$ cat config.mk
export PLATFORM = sky130hd
export DESIGN_NAME = ts_renderer_flat
export DESIGN_NICKNAME = d
export VERILOG_FILES = /design/src/rtl/ts_renderer_if.sv /design/src/rtl/ts_renderer.sv /design/src/flat_wrapper.sv
export SDC_FILE = /design/constraint.sdc
export NUM_CORES = 1
export LEC_CHECK = 0
export CAP_MARGIN = 20
export CORE_AREA = 2 2 97 99
export CTS_BUF_LIST = sky130_fd_sc_hd__clkbuf_8
export DETAILED_ROUTE_END_ITERATION = 10
export DIE_AREA = 0 0 99 101
export PLACE_DENSITY = 0.68
export SYNTH_ARGS = -nofsm -noshare
export SYNTH_HDL_FRONTEND = slang
export SYNTH_SLANG_ARGS = --single-unit
$ cat constraint.sdc
create_clock -name clk -period 3.2 [get_ports clk]
set_input_delay 0.64 -clock clk [delete_from_list [all_inputs] [get_ports clk]]
set_output_delay 0.64 -clock clk [all_outputs]
set_load 0.005 [all_outputs]
$ cat src/rtl/ts_renderer_if.sv
// Renderer-side bundle: task handshake from the TS processor, DRAM word fetch
// port and line-buffer write port.
interface ts_renderer_if;
  logic        start;
  logic        tsr_go;
  logic [5:0]  tsr_addr;
  logic [8:0]  tsr_line;
  logic [7:0]  tsr_page;
  logic [8:0]  tsr_x;
  logic [2:0]  tsr_xs;
  logic        tsr_xf;
  logic [3:0]  tsr_pal;
  logic        tsr_rdy;
  logic [20:0] dram_addr;
  logic        dram_req;
  logic        dram_next;
  logic [15:0] dram_rdata;
  logic [8:0]  ts_waddr;
  logic [7:0]  ts_wdata;
  logic        ts_we;

  modport slave (
    input  start, tsr_go, tsr_addr, tsr_line, tsr_page, tsr_x, tsr_xs, tsr_xf, tsr_pal,
    input  dram_next, dram_rdata,
    output tsr_rdy, dram_addr, dram_req, ts_waddr, ts_wdata, ts_we
  );

  modport master (
    output start, tsr_go, tsr_addr, tsr_line, tsr_page, tsr_x, tsr_xs, tsr_xf, tsr_pal,
    output dram_next, dram_rdata,
    input  tsr_rdy, dram_addr, dram_req, ts_waddr, ts_wdata, ts_we
  );
endinterface

$ cat src/rtl/ts_renderer.sv
// Tile/sprite renderer: fetches 4bpp graphics words for one strip task and
// writes palette-tagged, non-transparent pixels into the TS line buffer.
module ts_renderer (
  input  logic         clk,
  input  logic         rst,
  ts_renderer_if.slave bus
);
  localparam logic [0:0] S_IDLE = 1'b0;
  localparam logic [0:0] S_RUN  = 1'b1;

  logic [0:0]  state;
  logic [5:0]  addr;
  logic [8:0]  line;
  logic [7:0]  page;
  logic [2:0]  xs;
  logic        xf;
  logic [3:0]  pal;
  logic [4:0]  w;
  logic [2:0]  pc;
  logic [15:0] shreg;
  logic [8:0]  x;

  logic [4:0]  w_tot, fw;
  logic [7:0]  page_sum;
  logic [6:0]  word_sel;
  logic        accept, fetch, done;

  assign w_tot    = {1'b0, xs, 1'b0} + 5'd2;
  assign fw       = xf ? (w_tot - 5'd1 - w) : w;
  assign page_sum = page + {5'b0, line[8:6]};
  assign word_sel = {addr, 1'b0} + {2'b0, fw};

  assign bus.dram_addr = {page_sum, line[5:0], word_sel};
  assign bus.dram_req  = (state == S_RUN) && (w < w_tot) && (pc <= 3'd1);
  assign bus.tsr_rdy   = (state == S_IDLE);

  // Current pixel is always the top nibble of the shift register.
  assign bus.ts_waddr = x;
  assign bus.ts_wdata = {pal, shreg[15:12]};
  assign bus.ts_we    = (pc != 3'd0) && (shreg[15:12] != 4'd0);

  assign accept = bus.tsr_go && bus.tsr_rdy;
  assign fetch  = bus.dram_req && bus.dram_next;
  // Drop to IDLE one cycle early so the last pixel overlaps the first rdy cycle,
  // which lets a back-to-back go start fetching with no bubble.
  assign done   = (state == S_RUN) && (w == w_tot) && (pc == 3'd2);

  always_ff @(posedge clk) begin
    if (rst || bus.start) begin
      state <= S_IDLE;
      w     <= 5'd0;
      pc    <= 3'd0;
      x     <= 9'd0;
      shreg <= 16'd0;
      pal   <= 4'd0;
    end else begin
      if (pc != 3'd0) begin
        x     <= x + 9'd1;
        shreg <= {shreg[11:0], 4'h0};
        pc    <= pc - 3'd1;
      end
      if (fetch) begin
        // Reorder nibbles so they leave MSB-first in display order.
        shreg <= xf ? {bus.dram_rdata[11:8], bus.dram_rdata[15:12],
                       bus.dram_rdata[3:0],  bus.dram_rdata[7:4]}
                    : {bus.dram_rdata[7:0],  bus.dram_rdata[15:8]};
        pc    <= 3'd4;
        w     <= w + 5'd1;
      end
      if (done)
        state <= S_IDLE;
      if (accept) begin
        state <= S_RUN;
        addr  <= bus.tsr_addr;
        line  <= bus.tsr_line;
        page  <= bus.tsr_page;
        xs    <= bus.tsr_xs;
        xf    <= bus.tsr_xf;
        pal   <= bus.tsr_pal;
        x     <= bus.tsr_x;
        w     <= 5'd0;
        pc    <= 3'd0;
      end
    end
  end
endmodule

$ cat src/flat_wrapper.sv
// flat-port wrapper written by rule: the top's interface ports become plain ports
module ts_renderer_flat 
  (clk, rst, bus_start, bus_tsr_go, bus_tsr_addr, bus_tsr_line, bus_tsr_page, bus_tsr_x, bus_tsr_xs, bus_tsr_xf, bus_tsr_pal, bus_dram_next, bus_dram_rdata, bus_tsr_rdy, bus_dram_addr, bus_dram_req, bus_ts_waddr, bus_ts_wdata, bus_ts_we);
  ts_renderer_if bus_i ();
  input  logic clk;
  input  logic rst;
  input wire logic [$bits(bus_i.start)-1:0] bus_start;
  input wire logic [$bits(bus_i.tsr_go)-1:0] bus_tsr_go;
  input wire logic [$bits(bus_i.tsr_addr)-1:0] bus_tsr_addr;
  input wire logic [$bits(bus_i.tsr_line)-1:0] bus_tsr_line;
  input wire logic [$bits(bus_i.tsr_page)-1:0] bus_tsr_page;
  input wire logic [$bits(bus_i.tsr_x)-1:0] bus_tsr_x;
  input wire logic [$bits(bus_i.tsr_xs)-1:0] bus_tsr_xs;
  input wire logic [$bits(bus_i.tsr_xf)-1:0] bus_tsr_xf;
  input wire logic [$bits(bus_i.tsr_pal)-1:0] bus_tsr_pal;
  input wire logic [$bits(bus_i.dram_next)-1:0] bus_dram_next;
  input wire logic [$bits(bus_i.dram_rdata)-1:0] bus_dram_rdata;
  output wire logic [$bits(bus_i.tsr_rdy)-1:0] bus_tsr_rdy;
  output wire logic [$bits(bus_i.dram_addr)-1:0] bus_dram_addr;
  output wire logic [$bits(bus_i.dram_req)-1:0] bus_dram_req;
  output wire logic [$bits(bus_i.ts_waddr)-1:0] bus_ts_waddr;
  output wire logic [$bits(bus_i.ts_wdata)-1:0] bus_ts_wdata;
  output wire logic [$bits(bus_i.ts_we)-1:0] bus_ts_we;
  assign bus_i.start = bus_start;
  assign bus_i.tsr_go = bus_tsr_go;
  assign bus_i.tsr_addr = bus_tsr_addr;
  assign bus_i.tsr_line = bus_tsr_line;
  assign bus_i.tsr_page = bus_tsr_page;
  assign bus_i.tsr_x = bus_tsr_x;
  assign bus_i.tsr_xs = bus_tsr_xs;
  assign bus_i.tsr_xf = bus_tsr_xf;
  assign bus_i.tsr_pal = bus_tsr_pal;
  assign bus_i.dram_next = bus_dram_next;
  assign bus_i.dram_rdata = bus_dram_rdata;
  assign bus_tsr_rdy = bus_i.tsr_rdy;
  assign bus_dram_addr = bus_i.dram_addr;
  assign bus_dram_req = bus_i.dram_req;
  assign bus_ts_waddr = bus_i.ts_waddr;
  assign bus_ts_wdata = bus_i.ts_wdata;
  assign bus_ts_we = bus_i.ts_we;
  ts_renderer u_core (.clk(clk), .rst(rst), .bus(bus_i));
endmodule
==> summary.txt, run 1 <==
status: finished, violations left
violations in the final reports: setup timing
slew margin rel.: 0.642
critical path class: flip-flop to primary output
initial antenna violation count: 0
Cell Rows: 35
IO Pins: 102
clock sinks: 65
Core ar.: 8980 sq um
RSZ-0062 raised after global routing: true
VDD IR max: 0.000291 V
CTS HTree Levels: 3
Crit path largest cell delay: 0.46 ns
CTS tree: built
die footprint: 10000 sq um
I/O Buffers: 101
Clk Tree Root Cell: clkbuf_8
Routed WL per cell: 14.7 um
clock latency at the later pin of the worst-skew pair: 0.34 ns
Yosys reg bits: 65
Syn Inst Count: 342
Pwr Density: 384 nW/um^2
Fmax: 292 MHz
startpoint types: flip-flop
Setup-failing EPs final: 4
post-DP HPWL: 5900 um
Seq/Total Area, Yosys: 0.447
cts bufs inserted: 9
Setup TNS: -0.668 ns
vias in the first global route: 2,929
reg2reg setup slack: 0.46 ns
worst min path class: flip-flop to flip-flop
Pre-antenna DRT Iters: 4
via count of the routed design: 2,932
# nets final: 546
top-area cell type share of the netlist area: 0.231
most common cell after layout, fill and taps aside: clkdlybuf4s50_1
Clock Skew: 0.0146 ns
largest net degree at the start of global routing: 30
DRC Markers: 0
Post-Syn Area: 3510 sq um
chip width: 99 um
commonest non-fill, non-tap cells in the layout: clkdlybuf4s50_1 (95), dfxtp_1 (38), buf_4 (31), edfxtp_1 (27), a21oi_1 (25)
Least-Margin Pin Slew: 0.523 ns
P&R area growth vs syn: 45.2%
Initial Utilization: 0.391
Final Cycle Share: 1.07
WP data arrival: 2.79 ns
layout cells sized above 1: 0.189
Warnings, synthesis: 0
first-pass GRT wire length: 13,500 um
crit path max fanout: 2
GPL Wtd Cong: 0.814
Max Cap Viol: 0
syn_area_per_cell: 10.3 sq um
Crit-path slowest cell: edfxtp_1
Slew Viols, Final: 0
Final WS setup: -0.229 ns
ANT cells: 0
Final Hold Viols: 0
largest cells by area after synthesis: edfxtp_1 (23%), dfxtp_1 (22%), ha_1 (7.8%), mux2i_1 (4.0%), a21oi_1 (3.8%)
CP Data Required Time: 2.56 ns
post-route ant nets: 0
CTS Buffer Depth: 2
Hold Buf Count CTS: 0
die height: 101 um
grt ovf: 0
Setup crit end kind: primary output
CP cell instances: buf_6 > inv_4 > ha_4 > fa_2 > nand2_2 > o21ai_2 > ha_1 > a21o_1 > a211oi_2 > nor2_1 > xor2_1 > buf_2
1st-iter DRT viols: 75
Yosys cell types: 43
clk slew on worst S/H paths: 0.08 ns
leading area contributor after synthesis: edfxtp_1
Overall Global Routing Usage: 0.170
Pwr Total: 1960 uW
vias per cell: 5.09
fin crit period: 3.43 ns
total wire length: 8460 um
Pleak: 0.00196 uW
Synthesized Nets: 428
==> cells by family after synthesis <==
family,Yosys count,share of synthesized area
buffers and inverters,49,0.0666
AND/OR/NAND/NOR,78,0.115
XOR/XNOR,23,0.0573
adder cells (fa/ha/maj),25,0.0954
AO/OA/AOI/OAI,83,0.163
flip-flops,65,0.447
multiplexers,19,0.0559
==> sequential cells by signal, indices dropped and copies added (netlist names) <==
register / flops
u_core.line: 9
u_core.xs: 3
u_core.w: 5
u_core.pc: 3
u_core.page: 8
u_core.pal: 4
u_core.state: 1
u_core.xf: 1
u_core.shreg: 16
u_core.addr: 6
u_core.bus.ts_waddr: 9
==> what timing repair did <==
item | 4_1_cts | 5_1_grt
gates cloned | 0 | 0
setup endpoints to repair | 6 | 7
resized for setup | 41 | 10
pin swaps | 20 | 9
setup buffers | 7 | 4
==> cell type report <==
class | count | area, sq um
fillers | 792 | 3870
multi-input cells | 228 | 1840
flip-flops and latches | 65 | 1570
repair buffers | 135 | 1250
well taps | 111 | 139
clock buffers | 9 | 124
clock inverters | 7 | 100
inverters | 21 | 81.3
==> power by group <==
group	internal, uW	switching (uW)	leakage [uW]
logic	168	104	0.00129
registers	884	15.8	0.000555
clock network	445	344	0.000114
==> through the flow <==
step | area, sq um | utilization | setup slack [ns] | cells | hold slack, ns
6_report | 5100 | 0.568 | -0.229 | 576 | 0.460
5_1_grt | 5100 | 0.568 | -0.374 | 576 | 0.480
4_1_cts | 5040 | 0.561 | -0.184 | 572 | 0.462
3_5_place_dp | 4680 | 0.522 | -0.473 | 549 | 0.450
3_3_place_gp | 4680 | 0.522 | -0.369 | 549 | 0.448
2_1_floorplan | 3510 | - | 0.185 | 342 | 0.453
==> synthesized netlist by cell type, drive strengths merged <==
library cell and count:
dfxtp 38, a21oi 27, edfxtp 27, ha 22
inv 21, nand2 19, buf 18, a211oi 16
nor2b 16, nor2 15, xnor2 15, mux2i 14
a2111oi 12, nand3 11, o21ai 11, clkbuf 10
xor2 8, mux2 5, a21o 4, nor3 4
o211ai 4, fa 3, nand4 3, o31ai 3
nand4b 2, or4 2, a31o 1, a32o 1
and3 1, and4 1, nand3b 1, nor4 1
o21a 1, o21bai 1, o31a 1, o41ai 1
or2 1, or3 1
==> per-layer routing <==
layer,global-route usage,up-vias,wire length [um]
li1,-,1459,-
met1,0.207,1370,3600
met4,0.0485,0,136
met5,0,-,0
met3,0.0589,15,444
met2,0.287,88,4280
==> worst max-delay path, delay by kind of cell, from the launching register on <==
family                     cells  cell delay (ns)
AOI/OAI and AO/OA              3             0.47
xor gates and xnor gates       1             0.16
adders and majority gates      3             0.88
DFF                            1             0.46
buffers and inverters          3             0.33
and+or+nand+nor                2             0.15
==> path summary, 6_finish.rpt <==
path / from / to / cells after the start
setup / recovery: u_core.xs[0] / bus_dram_addr[6] / 12
hold / removal: u_core.pal[2] / u_core.pal[2] / 2
setup reg to reg: u_core.xs[0] / u_core.shreg[9] / 10
hold reg to reg: u_core.pal[2] / u_core.pal[2] / 2
Note: power is estimated with default switching activity, not from simulation.
==> inputs of run 2 (changes only) <==
--- a/config.mk
+++ b/config.mk
@@ -8,8 +8,10 @@
 export CAP_MARGIN = 20
 export CORE_AREA = 2 2 97 99
 export CTS_BUF_LIST = sky130_fd_sc_hd__clkbuf_8
+export CTS_CLUSTER_SIZE = 20
 export DETAILED_ROUTE_END_ITERATION = 10
 export DIE_AREA = 0 0 99 101
+export MAX_ROUTING_LAYER = met4
 export PLACE_DENSITY = 0.68
 export SYNTH_ARGS = -nofsm -noshare
 export SYNTH_HDL_FRONTEND = slang
==> summary.txt, run 2 (synthesized netlist as in run 1, its figures left out) <==
status: finished, violations left
violations in the final reports: setup timing
max FFs per register: 16
Pwr Total: 1960 uW
Initial Utilization: 0.391
Cell Rows: 35
P&R area growth vs syn: 45.2%
# nets final: 546
clock sinks: 65
VDD IR max: 0.000290 V
Final Hold Viols: 0
via count of the routed design: 2,927
RSZ-0062 raised after global routing: true
I/O Buffers: 101
Pre-antenna DRT Iters: 4
GPL Wtd Cong: 0.826
post-route ant nets: 0
Final WS setup: -0.232 ns
grt ovf: 0
vias per cell: 5.08
Crit path largest cell delay: 0.46 ns
Routed WL per cell: 14.6 um
Clk Tree Root Cell: clkbuf_8
initial antenna violation count: 0
DRC Markers: 0
Core ar.: 8980 sq um
Final Cell Area: 5100 sq um
storage element area: 1570 sq um
total wire length: 8440 um
clk slew on worst S/H paths: 0.08 ns
fin crit period: 3.43 ns
CP cell instances: buf_6 > inv_4 > ha_4 > fa_2 > nand2_2 > o21ai_2 > ha_1 > a21o_1 > a211oi_2 > nor2_1 > xor2_1 > buf_2
slew margin rel.: 0.642
CTS tree: built
Slew Viols, Final: 0
dpl cell area: 4680 sq um
1st-iter DRT viols: 79
IO Pins: 102
ANT cells: 0
most common cell after layout, fill and taps aside: clkdlybuf4s50_1
Final Non-Filler Cells: 576
Most flops, register: u_core.shreg
Setup-failing EPs final: 4
critical path class: flip-flop to primary output
first-pass GRT wire length: 13,500 um
Clock Skew: 0.0148 ns
cts bufs inserted: 9
largest net degree at the start of global routing: 30
Crit-path slowest cell: edfxtp_1
Hold Buf Count CTS: 0
Setup crit end kind: primary output
fillcell total: 792
die footprint: 10000 sq um
startpoint types: flip-flop
Pwr Density: 384 nW/um^2
Final Cycle Share: 1.07
post-DP HPWL: 5900 um
layout cells sized above 1: 0.189
placed insts: 549
CTS Buffer Depth: 2
WP data arrival: 2.79 ns
clock latency at the later pin of the worst-skew pair: 0.34 ns
worst min path class: flip-flop to flip-flop
commonest non-fill, non-tap cells in the layout: clkdlybuf4s50_1 (95), dfxtp_1 (38), buf_4 (31), edfxtp_1 (27), a21oi_1 (25)
area occupied by multi-input gates: 1840 sq um
CP Data Required Time: 2.56 ns
Setup TNS: -0.680 ns
worst hold margin: 0.460 ns
Fmax: 291 MHz
chip width: 99 um
crit path max fanout: 2
die height: 101 um
Least-Margin Pin Slew: 0.523 ns
Pleak: 0.00196 uW
vias in the first global route: 2,929
Overall Global Routing Usage: 0.175
CTS HTree Levels: 3
Max Cap Viol: 0
## run 2: cell counts in the layout (fill, tap and decap cells not counted)
No cell type changed its count.
## run 2: through the flow
stage               worst slack (ns)  utilization
floorplan                      0.185            -
global placement              -0.369        0.522
detailed placement            -0.473        0.522
CTS                           -0.184        0.561
global route                  -0.371        0.568
finish                        -0.232        0.568
## run 2: timing repair
action | 4_1_cts | 5_1_grt
gates resized for setup | 41 | 10
setup buffers | 7 | 4
pin swaps | 20 | 9
endpoints found under the setup margin | 6 | 7
## run 2: worst paths after layout
check | slack, ns | startpoint | cells after the start | to
max | -0.23 | u_core.xs[0] | 12 | bus_dram_addr[6]
min | 0.46 | u_core.pal[2] | 2 | u_core.pal[2]
max reg2reg | 0.46 | u_core.xs[0] | 10 | u_core.shreg[9]
min reg2reg | 0.46 | u_core.pal[2] | 2 | u_core.pal[2]
## run 2: power by group
| group | internal (uW) | switching [uW] | leakage (uW) |
|---|---|---|---|
| Combinational | 168 | 104 | 0.00129 |
| Sequential | 884 | 15.8 | 0.000555 |
| Clock | 445 | 344 | 0.000114 |
| Total | 1500 | 464 | 0.00196 |
## run 2: per-layer routing
layer / global-route usage / routed length (um)
met5: - / 0
met3: 0.0562 / 487
met2: 0.287 / 4270
met1: 0.207 / 3570
met4: 0.0516 / 106
## run 2: layout make-up
type	instances	area share
clock buffers	9	0.0243
clock inverters	7	0.0196
inverters	21	0.0159
multi-input cells	228	0.360
flip-flops and latches	65	0.308
well taps	111	0.0272
repair buffers	135	0.245
## run 2: critical path: cells and delay by family, from the launching register on
kind	cells	cell delay, ns
compound gates	3	0.47
xor+xnor	1	0.16
fa+ha+maj	3	0.87
buf+inv	3	0.33
flops	1	0.46
simple gates	2	0.15
==> inputs of run 3 (changes only) <==
==> constraint.sdc (replaced) <==
create_clock -name clk -period 3.6 [get_ports clk]
set_input_delay 0.72 -clock clk [delete_from_list [all_inputs] [get_ports clk]]
set_output_delay 0.72 -clock clk [all_outputs]
set_load 0.005 [all_outputs]
==> summary.txt, run 3 (synthesized netlist as in run 1, its figures left out) <==
status: completed
die height: 101 um
# nets final: 523
Setup TNS: 0 ns
Initial Utilization: 0.391
Final Hold Viols: 0
vias in the first global route: 2,821
clock sinks: 65
slew margin rel.: 0.602
post-route ant nets: 0
Overall Global Routing Usage: 0.165
I/O Buffers: 101
pre-CTS WS: -0.160 ns
Clk Tree Root Cell: clkbuf_8
clock latency at the later pin of the worst-skew pair: 0.34 ns
Slew Viols, Final: 0
grt ovf: 0
cts bufs inserted: 9
fin crit period: 3.50 ns
worst reg2reg path endpoint: u_core.shreg[14]
max FFs per register: 16
Cell Rows: 35
Core ar.: 8980 sq um
Hold Path Stages: 2
Clock Skew: 0.0113 ns
1st-iter DRT viols: 63
post-DP HPWL: 5670 um
Most flops, register: u_core.shreg
vias per cell: 5.08
chip width: 99 um
GPL Wtd Cong: 0.813
ANT cells: 0
reg2reg start: u_core.xs[0]
RSZ-0062 raised after global routing: true
critical path class: flip-flop to primary output
Pwr Density: 349 nW/um^2
Hold Buf Count CTS: 0
P&R area growth vs syn: 39.4%
Pleak: 0.00184 uW
die footprint: 10000 sq um
Final Non-Filler Cells: 553
Worst Path Buf+Inv: 3
WP data arrival: 2.78 ns
IO Pins: 102
dpl cell area: 4570 sq um
largest net degree at the start of global routing: 30
layout cells sized above 1: 0.124
Fmax: 286 MHz
Crit-path slowest cell: edfxtp_1
Final WS setup: 0.102 ns
first-pass GRT wire length: 13,000 um
Routed WL per cell: 14.3 um
CP Data Required Time: 2.88 ns
Crit path largest cell delay: 0.44 ns
reg2reg setup slack: 1.12 ns
Worst Min Path Start: u_core.pal[1]
Least-Margin Pin Slew: 0.582 ns
via count of the routed design: 2,807
CTS Buffer Depth: 2
Final Cell Area: 4900 sq um
CTS tree: built
endpoint of the worst hold-timing path: u_core.pal[1]
DRC Markers: 0
Setup-failing EPs final: 0
CTS HTree Levels: 3
path depth of the worst reg2reg path: 7
CP cell instances: buf_6 > inv_1 > ha_2 > fa_2 > nand2_1 > o21ai_2 > ha_1 > a21o_1 > a211oi_2 > nor2_1 > xor2_1 > buf_2
worst min path class: flip-flop to flip-flop
placed insts: 534
VDD IR max: 0.000147 V
commonest non-fill, non-tap cells in the layout: clkdlybuf4s50_1 (96), dfxtp_1 (38), edfxtp_1 (27), a21oi_1 (24), inv_1 (21)
Final Cycle Share: 0.972
total wire length: 7930 um
Max Cap Viol: 0
crit path max fanout: 2
clk slew on worst S/H paths: 0.07 ns
Pre-antenna DRT Iters: 5
most common cell after layout, fill and taps aside: clkdlybuf4s50_1
startpoint types: flip-flop
initial antenna violation count: 0
top cell family by delay on the critical path: adder cells
Setup crit end kind: primary output
[run 3: worst reg2reg max path, stage by stage, from the launching register on]
cell	delay [ns]
edfxtp_1	0.44
ha_4	0.20
xor2_2	0.21
inv_1	0.07
ha_1	0.25
o31a_4	0.49
a2111oi_0	0.60
a211oi_1	0.09
[run 3: worst max path at each step]
| stage | startpoint | to | slack (ns) | cells after the start |
|---|---|---|---|---|
| 2_1_floorplan | u_core.xs[0] | bus_dram_addr[6] | 0.50 | 10 |
| 3_3_place_gp | u_core.xs[0] | bus_dram_addr[6] | -0.04 | 11 |
| 3_5_place_dp | u_core.xs[0] | bus_dram_addr[6] | -0.16 | 11 |
| 4_1_cts | u_core.xs[1] | bus_dram_addr[6] | -0.02 | 11 |
| 5_1_grt | u_core.xs[0] | bus_dram_addr[4] | -0.05 | 12 |
| 6_report | u_core.xs[0] | bus_dram_addr[6] | 0.10 | 12 |
[run 3: final cells by class]
type	instances	area, sq um
fillers	810	4080
well taps	111	139
clock inverters	6	82.6
flip-flops and latches	65	1570
multi-input cells	228	1800
repair buffers	112	1080
clock buffers	10	138
inverters	21	78.8
[run 3: routing by layer]
metal	global-route usage	wire length, um
met2	0.271	3880
met3	0.0326	333
met4	0.0622	39
met5	-	0
met1	0.203	3670
[run 3: stage by stage]
| stage | hold WS [ns] | util | total power (uW) |
|---|---|---|---|
| floorplan | 0.453 | - | 906 |
| global placement | 0.448 | 0.509 | 1030 |
| detailed placement | 0.455 | 0.509 | 1030 |
| CTS | 0.466 | 0.541 | 1730 |
| global route | 0.497 | 0.545 | 1780 |
| finish | 0.465 | 0.545 | 1710 |
[run 3: where the power goes]
part	internal [uW]	switching (uW)	total, uW
Clock	406	281	686
Combinational	138	86.2	224
Sequential	786	13.7	800
[run 3: repair_timing]
action | in CTS | in global routing
endpoints found under the setup margin | 5 | 4
setup buffers | 1 | 2
pin swaps | 3 | 4
resized for setup | 18 | 14
